### src/rtl/piso_pkg.sv
// Shared types and sizing helpers for the piso_stream serializer.
// Build option: PISO_PARITY_EN appends an even-parity bit to every frame.
package piso_pkg;

  typedef enum logic {
    IDLE  = 1'b0,
    SHIFT = 1'b1
  } state_t;

`ifdef PISO_PARITY_EN
  localparam bit PARITY_EN = 1'b1;
`else
  localparam bit PARITY_EN = 1'b0;
`endif

  // Widest counter any legal WIDTH (2..32) can need, parity included.
  localparam int MAX_WIDTH = 32;
  localparam int MAX_CNT_W = $clog2(MAX_WIDTH + 2);

  function automatic int frame_len(input int width, input bit parity_en);
    return parity_en ? width + 1 : width;
  endfunction

  function automatic int cnt_width(input int len);
    return $clog2(len + 1);
  endfunction

endpackage

### src/rtl/piso_bit_counter.sv
// Position-in-frame counter: counts accepted serial beats and flags the last
// beat of a frame. It saturates at LEN-1, so it never exceeds the frame length.
module piso_bit_counter
  import piso_pkg::*;
#(
  parameter int LEN   = 8,
  parameter int CNT_W = cnt_width(LEN)
) (
  input  logic             clock,
  input  logic             reset,
  input  logic             clear,
  input  logic             advance,
  output logic [CNT_W-1:0] count,
  output logic             last
);

  localparam logic [CNT_W-1:0] LAST_VAL = CNT_W'(LEN - 1);

  always_ff @(posedge clock or posedge reset) begin
    if (reset) begin
      count <= '0;
    end else if (clear) begin
      count <= '0;
    end else if (advance && !last) begin
      count <= count + CNT_W'(1);
    end
  end

  assign last = (count == LAST_VAL);

endmodule

### src/rtl/piso_stream.sv
// Parallel-in/serial-out serializer with valid/ready on both sides and
// zero-bubble back-to-back frames. Build option: PISO_PARITY_EN.
module piso_stream
  import piso_pkg::*;
#(
  parameter int WIDTH     = 8,
  parameter bit MSB_FIRST = 1'b1
) (
  input  logic             clock,
  input  logic             reset,
  input  logic             load_valid,
  output logic             load_ready,
  input  logic [WIDTH-1:0] parallel_in,
  output logic             serial_out,
  output logic             serial_valid,
  input  logic             serial_ready,
  output logic             frame_start,
  output logic             frame_end,
  output logic             busy
);

  localparam int FRAME_LEN = frame_len(WIDTH, PARITY_EN);
  localparam int CNT_W     = cnt_width(FRAME_LEN);

  // Handshakes: a transfer happens on a rising edge where valid && ready.
  // A producer may not retract valid or change data until it is accepted;
  // the serializer holds serial_valid/serial_out stable until serial_ready.
  state_t           state;
  state_t           state_next;
  logic [WIDTH-1:0] shift_reg;
  logic [CNT_W-1:0] bit_cnt;
  logic             last_bit;
  logic             load_hs;
  logic             ser_hs;
  logic             data_bit;
  logic             cur_bit;

  assign serial_valid = (state == SHIFT);
  assign busy         = (state == SHIFT);
  assign ser_hs       = serial_valid && serial_ready;

  // Accepting on the last beat of a frame is what keeps frames contiguous.
  assign load_ready = !reset &&
                      ((state == IDLE) || (serial_valid && last_bit && serial_ready));
  assign load_hs    = load_valid && load_ready;

  always_ff @(posedge clock or posedge reset) begin
    if (reset) begin
      state <= IDLE;
    end else begin
      state <= state_next;
    end
  end

  always_comb begin
    state_next = state;
    case (state)
      IDLE:    if (load_hs) state_next = SHIFT;
      SHIFT:   if (ser_hs && last_bit && !load_hs) state_next = IDLE;
      default: state_next = IDLE;
    endcase
  end

  always_ff @(posedge clock or posedge reset) begin
    if (reset) begin
      shift_reg <= '0;
    end else if (load_hs) begin
      shift_reg <= parallel_in;
    end else if (ser_hs && !last_bit) begin
      shift_reg <= MSB_FIRST ? {shift_reg[WIDTH-2:0], 1'b0}
                             : {1'b0, shift_reg[WIDTH-1:1]};
    end
  end

  assign data_bit = MSB_FIRST ? shift_reg[WIDTH-1] : shift_reg[0];

`ifdef PISO_PARITY_EN
  logic parity_bit;

  always_ff @(posedge clock or posedge reset) begin
    if (reset) begin
      parity_bit <= 1'b0;
    end else if (load_hs) begin
      parity_bit <= ^parallel_in;
    end
  end

  // Beat WIDTH is the appended parity position.
  assign cur_bit = (bit_cnt == CNT_W'(WIDTH)) ? parity_bit : data_bit;
`else
  assign cur_bit = data_bit;
`endif

  piso_bit_counter #(
    .LEN   (FRAME_LEN),
    .CNT_W (CNT_W)
  ) u_bit_counter (
    .clock   (clock),
    .reset   (reset),
    .clear   (load_hs || (ser_hs && last_bit)),
    .advance (ser_hs),
    .count   (bit_cnt),
    .last    (last_bit)
  );

  assign serial_out  = serial_valid && cur_bit;
  assign frame_start = serial_valid && (bit_cnt == '0);
  assign frame_end   = serial_valid && last_bit;

endmodule

### config.mk
export PLATFORM = sky130hd
export DESIGN_NAME = piso_stream
export DESIGN_NICKNAME = d
export VERILOG_FILES = /design/src/rtl/piso_pkg.sv /design/src/rtl/piso_bit_counter.sv /design/src/rtl/piso_stream.sv
export SDC_FILE = /design/constraint.sdc
export NUM_CORES = 1
export LEC_CHECK = 0
export ABC_AREA = 1
export CORE_MARGIN = 2
export CORE_UTILIZATION = 40
export CTS_BUF_LIST = sky130_fd_sc_hd__clkbuf_8
export DETAILED_ROUTE_END_ITERATION = 8
export GPL_TIMING_DRIVEN = 1
export HOLD_SLACK_MARGIN = 0.15
export PLACE_DENSITY_LB_ADDON = 0.08
export SYNTH_ARGS = -nofsm -noshare
export SYNTH_HDL_FRONTEND = slang
export SYNTH_SLANG_ARGS = --single-unit
### constraint.sdc
create_clock -name clock -period 1.55 [get_ports clock]
set_input_delay 0.31 -clock clock [delete_from_list [all_inputs] [get_ports clock]]
set_output_delay 0.31 -clock clock [all_outputs]
set_load 0.05 [all_outputs]
## After elaboration in Yosys (flattened, before gate mapping)

Cells that the tools add are included.

| word-level totals | value |
|---|---|
| register bits | 13 |
| latch bits | 0 |
| memory bits (writable) | 0 |
| ROM bits | 0 |
| input port bits | 12 |
| output and inout port bits | 6 |
| word-level logic and storage cells | 31 |
| memories kept | 0 |

| cells by class | value |
|---|---|
| $add $sub $neg | 1 |
| multiply operators | 0 |
| divide/modulo/power cells | 0 |
| order comparisons | 0 |
| eq/ne operators | 1 |
| shifts and indexed selects | 0 |
| multiplexer cells | 7 |
| bitwise gates (word level) | 1 |
| reductions and logical operators | 18 |

Operators by type and width:

| kind | number |
|---|---|
| 8-bit 2-to-1 mux | 2 |
| 1-bit logical AND | 10 |
| 4-bit 2-to-1 mux | 2 |
| 4-bit by 1-bit adder with 4-bit output (second input constant) | 1 |
| 4-bit by 3-bit == test with 1-bit output (second input constant) | 1 |
| 4-bit logical NOT | 1 |
| 2-bit nonzero test | 2 |
| 1-bit logical NOT | 3 |
| 1-bit logical OR | 2 |
| 1-bit 2-to-1 mux | 2 |
| 1-bit one-hot mux with 2 select lines | 1 |
| 1-bit NOT | 1 |

## Longest topological paths before layout

Gate-level depths: netlist of run 1.

| logic depth | value |
|---|---|
| word-level depth | 10 |
| depth in mapped cells | 10 |
| mapped depth without buffers | 9 |

## Hierarchy

Synthesis of run 1 repeated with hierarchy kept, for this count alone.

| unflattened totals | value |
|---|---|
| cells, all modules | 114 |
| area, all modules | 889.6 µm² |

By module, submodules not included:

| module | instances | cells each | area an instance (µm²) | seq. area each (µm²) |
|---|---|---|---|---|
| piso_stream | 1 | 83 | 641.9 | 225.2 |
| piso_bit_counter | 1 | 31 | 247.7 | 100.1 |

## Least setup slack after synthesis of run 1

OpenSTA, ideal clock, no wires.

| timing path | value |
|---|---|
| path type | register -> output |
| from | register state (netlist: busy) |
| to | output frame_start |
| arrival time | 2.379 ns |
| data required time | 1.240 ns |
| setup slack | -1.139 ns |
| cell stages (with the launch flop) | 3 |
| buffers on the path | 0 |
| path through | dfrtp_1 > inv_1 > nor4_1 |

| between the ends | value |
|---|---|
| word-level cells in the longest chain between the ends | 1 |

Ends and longest elaborated chain:

| item | RTL line | text |
|---|---|---|
| start, declared | piso_stream.sv:28 | `state_t state;` |
| start signal, assigned | piso_stream.sv:51 | `state <= state_next;` |
| 1-bit logical AND | piso_stream.sv:107 | `assign frame_start = serial_valid && (bit_cnt == '0);` |
| end, declared | piso_stream.sv:17 | `output logic frame_start,` |

No other way between the ends.

## Worst setup path after layout of run 1

| timing path | value |
|---|---|
| from | register u_bit_counter.count[0] |
| to | output load_ready |

| between the ends | value |
|---|---|
| word-level cells in the longest chain between the ends | 5 |

Ends and longest elaborated chain:

| item | RTL line | text |
|---|---|---|
| start, declared | piso_bit_counter.sv:13 | `output logic [CNT_W-1:0] count,` |
| start signal, assigned | piso_bit_counter.sv:25 | `count <= count + CNT_W'(1);` |
| 4-bit by 3-bit == test with 1-bit output | piso_bit_counter.sv:29 | `assign last = (count == LAST_VAL);` |
| 1-bit logical AND (2 in a row) | piso_stream.sv:44 | `((state == IDLE) \|\| (serial_valid && last_bit && serial_ready));` |
| 1-bit logical OR | piso_stream.sv:44 |  |
| 1-bit logical AND | piso_stream.sv:43 | `assign load_ready = !reset &&` |
| end, declared | piso_stream.sv:12 | `output logic load_ready,` |

No other way between the ends.

==> flow_summary_export.csv, run 1 <==
group,metric,value,unit
outcome,status,"finished, violations left",
outcome,violations,"setup timing",
layout,fin_nets,156,
die,start_util,42.3,%
pwr,combPwrFrac,56.9,%
timing,fin_setup_tns,-0.361,ns
route,drt_iter0_drc,10,
timing,worst_slew_pin_slew,0.273,ns
synth,synth_most_common_cell,"nand2_1",
route,drc,0,
cts,cts_made_buffers,3,
layout,postLayoutCoreUtil,64.5,%
setup_path,rr_endpoint,"shift_reg[7]",
cts,clk_latency,0.24,ns
synth,avgSynthCellArea,7.34,sq um
layout,fillers,186,
place,port-buffer-count,17,
synth,yosys_warnings,0,
grt,grt_overflow_total,0,
pwr,pwr-share-clk,14.9,%
grt,grt_max_degree,21,
die,rows,16,
die,die_area,2430,sq um
pwr,p_seq_share,28.2,%
synth,netlist_top_cells_count,"nand2_1, inv_1, dfrtp_1",
synth,ys_seq_elements,13,
pwr,p_per_area,1620,nW/um^2
synth,yosys.area_share.adder,3.04,%
timing,maxSlewViolCount,0,
place,routabilityCongestion,0.715,
worst_hold_path,holdPathStages,2,
timing,finalHoldViolCount,0,
route,vias,762,
grt,grt_pass1_vias,774,
timing,skew,0.00238,ns
setup_path,path_class,"reg -> out",
route,ant_nets,0,
cts,cts_tree,"done",
pwr,p_switching,0.854,mW
timing,min_period,1.70,ns
synth,synth_cell_types,21,
synth,synth_top_family_by_area,"simple AND/OR/NAND/NOR gates",
synth,synth_xor_area_share,1.07,%
place,dp_hpwl,1430,um
synth,yosysSeqAreaShare,39.6,%
layout,drive_gt1_share,28.4,%
cts,htreeDepth,1,
worst_hold_path,holdCritStartpoint,"shift_reg[1]",
setup_path,start_kind,"flip-flop",
timing,relSlewSlack,81.7,%
setup_path,cp.arrival,1.39,ns
timing,period_share,109,%
synth,synth_compound_area_share,2.44,%
layout,largest_reg_flops,8,
cts,root_buffer,"clkbuf_8",
timing,rsz0062_at_grt,"yes",
synth,synth-async-reset-ratio,100,%
route,detail_route.vias_per_cell,4.54,
cts,cts.sinks,13,
synth,syn-num-nets,126,
die,core_region_area,1940,sq um
setup_path,ff2ff_path_depth,9,
die,io_pins,18,
setup_path,crit_fanout,3,
grt,grt_usage,17.1,%
worst_hold_path,worst_hold_path.endpoint,"shift_reg[1]",
die,die_y,49.3,um
synth,synth-simple-area-share,39.6,%
setup_path,r2r-start,"u_bit_counter.count[0]",
pwr,p_sw_share,42.1,%
timing,timing.fmax,0.589,GHz
grt,grt_pass1_wl,3170,um
synth,synth_cells,112,
timing,setup_viol,3,
cts,cts.clk_slew.worst_paths,0.06,ns
pwr,p_int,1.17,mW
synth,synth_area_leaders,"dfrtp_1, nand2_1, inv_1",
synth,yosys.area.top_type_share,39.6,%
synth,yosysTopAreaCell,"dfrtp_1",
timing,holdWs,0.506,ns
cts,cts.path.max_buffers,2,
setup_path,cp-end-kind,"primary output",
route,wirelength,1850,um
die,die_w,49.3,um
synth,synth_mux_area_share,0,%
layout,syn2layout_area_growth,52.4,%
run,max_cap_viol_count,0,
pwr,p_leak,0.669,nW
synth,synth_edf_count,0,
route,first_pass_iters,4,
setup_path,cp.required,1.24,ns
timing,final.setup.worst_slack,-0.147,ns
grt,antenna_found_initial,0,
synth,synthFlopType,"dfrtp_1",
pwr,max-vdd-ir-drop,899,uV
setup_path,r2r_setup_slack,0.11,ns
synth,syn_area,822,sq um
layout,diodes,0,
route,wire_per_inst,11.0,um
worst_hold_path,hp-class,"reg -> reg",
per-layer routing:
| layer | track usage (%) | vias to the layer above | part of all wire, % |
|---|---|---|---|
| li1 | - | 405 | - |
| met1 | 18.1 | 345 | 41 |
| met2 | 34.0 | 10 | 56 |
| met3 | 3.07 | 2 | 2.8 |
| met4 | 4.29 | 0 | 0.22 |
| met5 | 0 | - | 0 |
worst max path at each step:
stage / startpoint / endpoint / slack [ns]
global route: u_bit_counter.count[0] / load_ready / -0.21
CTS: u_bit_counter.count[0] / load_ready / -0.20
global placement: serial_ready / load_ready / -0.07
detailed placement: serial_ready / load_ready / -0.07
floorplan: busy / frame_start / -0.13
finish: u_bit_counter.count[0] / load_ready / -0.15
power by group through the flow:
| stage | Sequential [mW] | Clock, mW | Combinational [mW] |
|---|---|---|---|
| global placement | 0.573 | 0 | 1.02 |
| finish | 0.570 | 0.302 | 1.15 |
| CTS | 0.569 | 0.310 | 1.11 |
| floorplan | 0.600 | 0 | 0.600 |
| global route | 0.586 | 0.326 | 1.26 |
| detailed placement | 0.581 | 0 | 1.05 |
cells in the final DEF, fill, tap and decap left out, drive strengths merged:
cell type and instances:
nand3 12, buf 18, clkbuf 3, ha 2, clkdlybuf4s50 11, xor2 1, clkinv 2, nand2 42
nand4 7, dfrtp 13, nor2 4, o21ai 3, a21oi 1, inv 21, nor4 1
cells by family (layout without fill, tap and decap cells):
family / count (synthesis) / after routing
simple gates: 66 / 66
buf+inv: 26 / 55
fa+ha+maj: 2 / 2
compound gates: 4 / 4
flops: 13 / 13
xor+xnor: 1 / 1
per-stage QoR:
step	power [mW]	cells	setup WS (ns)	instance area, sq um
floorplan	1.20	112	-0.131	852
global placement	1.59	159	-0.0688	1150
detailed placement	1.63	159	-0.0659	1150
CTS	1.99	167	-0.202	1220
global route	2.17	168	-0.211	1250
finish	2.03	168	-0.147	1250
timing repair:
item,in CTS,in global routing
gates resized for setup,3,5
cloned,0,0
pin swaps,3,3
hold buffers,0,0
setup endpoints to repair,3,11
buffers inserted,4,1
hold endpoints to repair,0,0
area by class of cell:
| class | instances | area [sq um] | share of cell area, % |
|---|---|---|---|
| timing repair buffer | 29 | 333 | 26.6 |
| inverter | 22 | 85.1 | 6.79 |
| clock inverter | 1 | 5.00 | 0.400 |
| multi-input combinational | 73 | 428 | 34.2 |
| clock buffer | 3 | 41.3 | 3.30 |
| sequential | 13 | 327 | 26.1 |
| tap | 27 | 33.8 | 2.70 |
critical path, stage by stage, from the launching register on:
cell,delay (ns)
dfrtp_1,0.36
ha_2,0.19
nand2_2,0.07
nor2_4,0.13
nand2_4,0.08
a21oi_4,0.16
buf_12,0.15
(Power assumes the default switching activity.)
==> run 2: changes to the inputs <==
SYNTH_HIERARCHICAL = 1   (was unset)
==> run 2 against run 1 <==
Effect of this change:
- the run still ends with setup timing left
- routed wire length rose by 19%
- synthesized cell count grew 1.8%
- highest routed layer unchanged
- design area is 14% higher
- first-iteration DRC count grew 40%
- clock skew rose by 0.0035 ns
- core utilization rose by 2.1 points
- total power is 21% higher
- via count rose by 17%
- combinational power grew 32%
- register-to-register slack lost 0.14 ns
==> flow_summary_export.csv, run 2 <==
group,metric,value,unit
layout,diodes,0,
synth,synth_edf_count,0,
grt,grt_pass1_wl,3840,um
cts,cts_made_buffers,3,
synth,synth_cell_types,20,
place,port-buffer-count,17,
layout,final_common_cell,"nand2_1",
route,vias,892,
layout,final_area,1430,sq um
synth,synth-async-reset-ratio,100,%
setup_path,ff2ff_path_depth,11,
cts,cts_tree,"done",
cts,cts.clk_slew.worst_paths,0.05,ns
route,detail_route.vias_per_cell,4.98,
grt,grt_pass1_vias,883,
setup_path,crit_fanout,2,
synth,synth_cells,114,
timing,maxSlewViolCount,0,
synth,synth-simple-area-share,48.4,%
layout,fin_nets,165,
place,dpl_cell_area,1340,sq um
cts,holdBufCountCts,0,
place,routabilityCongestion,0.757,
die,rows,17,
synth,synth_most_common_cell,"nand2_1",
die,die_y,51.2,um
layout,drive_gt1_share,39.7,%
synth,yosys.area.top_type_share,36.6,%
synth,ys_seq_elements,13,
setup_path,rr_endpoint,"u_bit_counter/count[2]",
layout,multiInputGateArea,524,sq um
route,drc,0,
timing,min_period,1.70,ns
setup_path,cp.required,1.24,ns
timing,finalHoldViolCount,0,
synth,synth_compound_area_share,1.69,%
setup_path,path_class,"reg -> out",
layout,final_cell_mix,"nand2_1, inv_1, buf_4",
route,wirelength,2190,um
synth,synth_top_family_by_area,"simple AND/OR/NAND/NOR gates",
die,io_pins,18,
synth,synthFlopType,"dfrtp_1",
synth,syn_area,890,sq um
layout,stdcell_count,179,
synth,yosysTopAreaCell,"dfrtp_1",
cts,htreeDepth,1,
timing,timing.fmax,0.587,GHz
grt,grt_usage,19.4,%
cts,clk_latency,0.24,ns
grt,antenna_found_initial,0,
cts,root_buffer,"clkbuf_8",
setup_path,cp.arrival,1.39,ns
die,core_region_area,2150,sq um
layout,largest_reg_flops,8,
synth,synth_area_leaders,"dfrtp_1, nand2_1, nand3_2",
timing,rsz0062_at_grt,"yes",
grt,grt_overflow_total,0,
pwr,p_leak,0.735,nW
synth,yosys.area_share.adder,1.41,%
timing,relSlewSlack,81.0,%
outcome,status,"finished, violations left",
synth,syn-num-nets,127,
timing,final.setup.worst_slack,-0.155,ns
pwr,max-vdd-ir-drop,962,uV
timing,period_share,110,%
route,ant_nets,0,
setup_path,start_kind,"flip-flop",
route,first_pass_iters,4,
synth,avgSynthCellArea,7.80,sq um
route,drt_iter0_drc,14,
synth,synth_xor_area_share,0,%
synth,netlist_top_cells_count,"nand2_1, inv_1, dfrtp_1",
place,dpl_worst_slack,-0.0664,ns
place,dp.cells,171,
run,max_cap_viol_count,0,
outcome,violations,"setup timing",
die,die_area,2620,sq um
synth,yosys_warnings,6,
layout,seqCellArea,328,sq um
layout,postLayoutCoreUtil,66.6,%
timing,setup_viol,7,
timing,fin_setup_tns,-0.332,ns
pwr,p_per_area,1720,nW/um^2
route,wire_per_inst,12.2,um
timing,worst_slew_pin_slew,0.285,ns
grt,grt_max_degree,16,
cts,cts.path.max_buffers,2,
setup_path,cp-end-kind,"primary output",
worst_hold_path,hp-class,"in -> async",
die,die_w,51.2,um
die,start_util,41.4,%
synth,yosysSeqAreaShare,36.6,%
layout,fillers,182,
layout,syn2layout_area_growth,60.8,%
setup_path,r2r-start,"u_bit_counter/count[1]",
cts,cts.sinks,13,
timing,skew,0.00592,ns
setup_path,r2r_setup_slack,-0.03,ns
synth,synth_mux_area_share,0,%
place,dp_hpwl,1570,um
[run 2: cell type report]
class / count / area share, %
inverters: 19 / 5.16
multi-input cells: 78 / 36.7
well taps: 28 / 2.45
repair buffers: 37 / 29.7
clock inverters: 1 / 0.262
clock buffers: 3 / 2.89
flip-flops and latches: 13 / 22.9
[run 2: per-layer routing]
metal  vias to the layer above  global-route usage (%)  share of wire [%]
met5                         -                       0                  0
met4                         0                    8.56               0.37
met3                         2                    4.09                5.5
met2                        30                    30.5                 49
met1                       419                    25.6                 45
li1                        441                       -                  -
[run 2: worst max path at each step]
stage / start / endpoint / slack [ns] / cells past startpoint
CTS: u_bit_counter/count[1] / load_ready / -0.15 / 6
floorplan: busy / frame_start / -0.19 / 3
detailed placement: serial_ready / load_ready / -0.07 / 4
global route: u_bit_counter/count[1] / load_ready / -0.24 / 6
global placement: serial_ready / load_ready / -0.05 / 4
finish: u_bit_counter/count[1] / load_ready / -0.15 / 6
[run 2: timing repair]
| action | in CTS | in global routing |
|---|---|---|
| gates resized for setup | 5 | 2 |
| pin swaps | 6 | 0 |
| setup buffers | 4 | 0 |
| endpoints found under the setup margin | 3 | 16 |
[run 2: worst max-delay path: stages, from the launching register on]
cell and delay, ns:
dfrtp_1 0.39, ha_4 0.17, nand2_4 0.05, nor2_4 0.12
nand3_4 0.09, a21oi_4 0.18, buf_12 0.16
[run 2: stage by stage]
step                hold slack, ns  total power, mW
global placement             0.499             2.05
CTS                          0.438             2.45
detailed placement           0.506             2.09
floorplan                   0.0760             1.51
finish                       0.428             2.45
global route                 0.433             2.63
[run 2: power by group]
group	internal, mW	switching (mW)	total (mW)
clock	0.175	0.120	0.294
sequential	0.491	0.148	0.640
combinational	0.728	0.792	1.52
[run 2: cells by family (layout without fill, tap and decap cells)]
logic type | after synthesis | in the layout
flip-flops | 13 | 13
buffers and inverters | 23 | 60
AO/OA/AOI/OAI | 3 | 3
adder cells (fa/ha/maj) | 1 | 1
AND/OR/NAND/NOR | 74 | 74
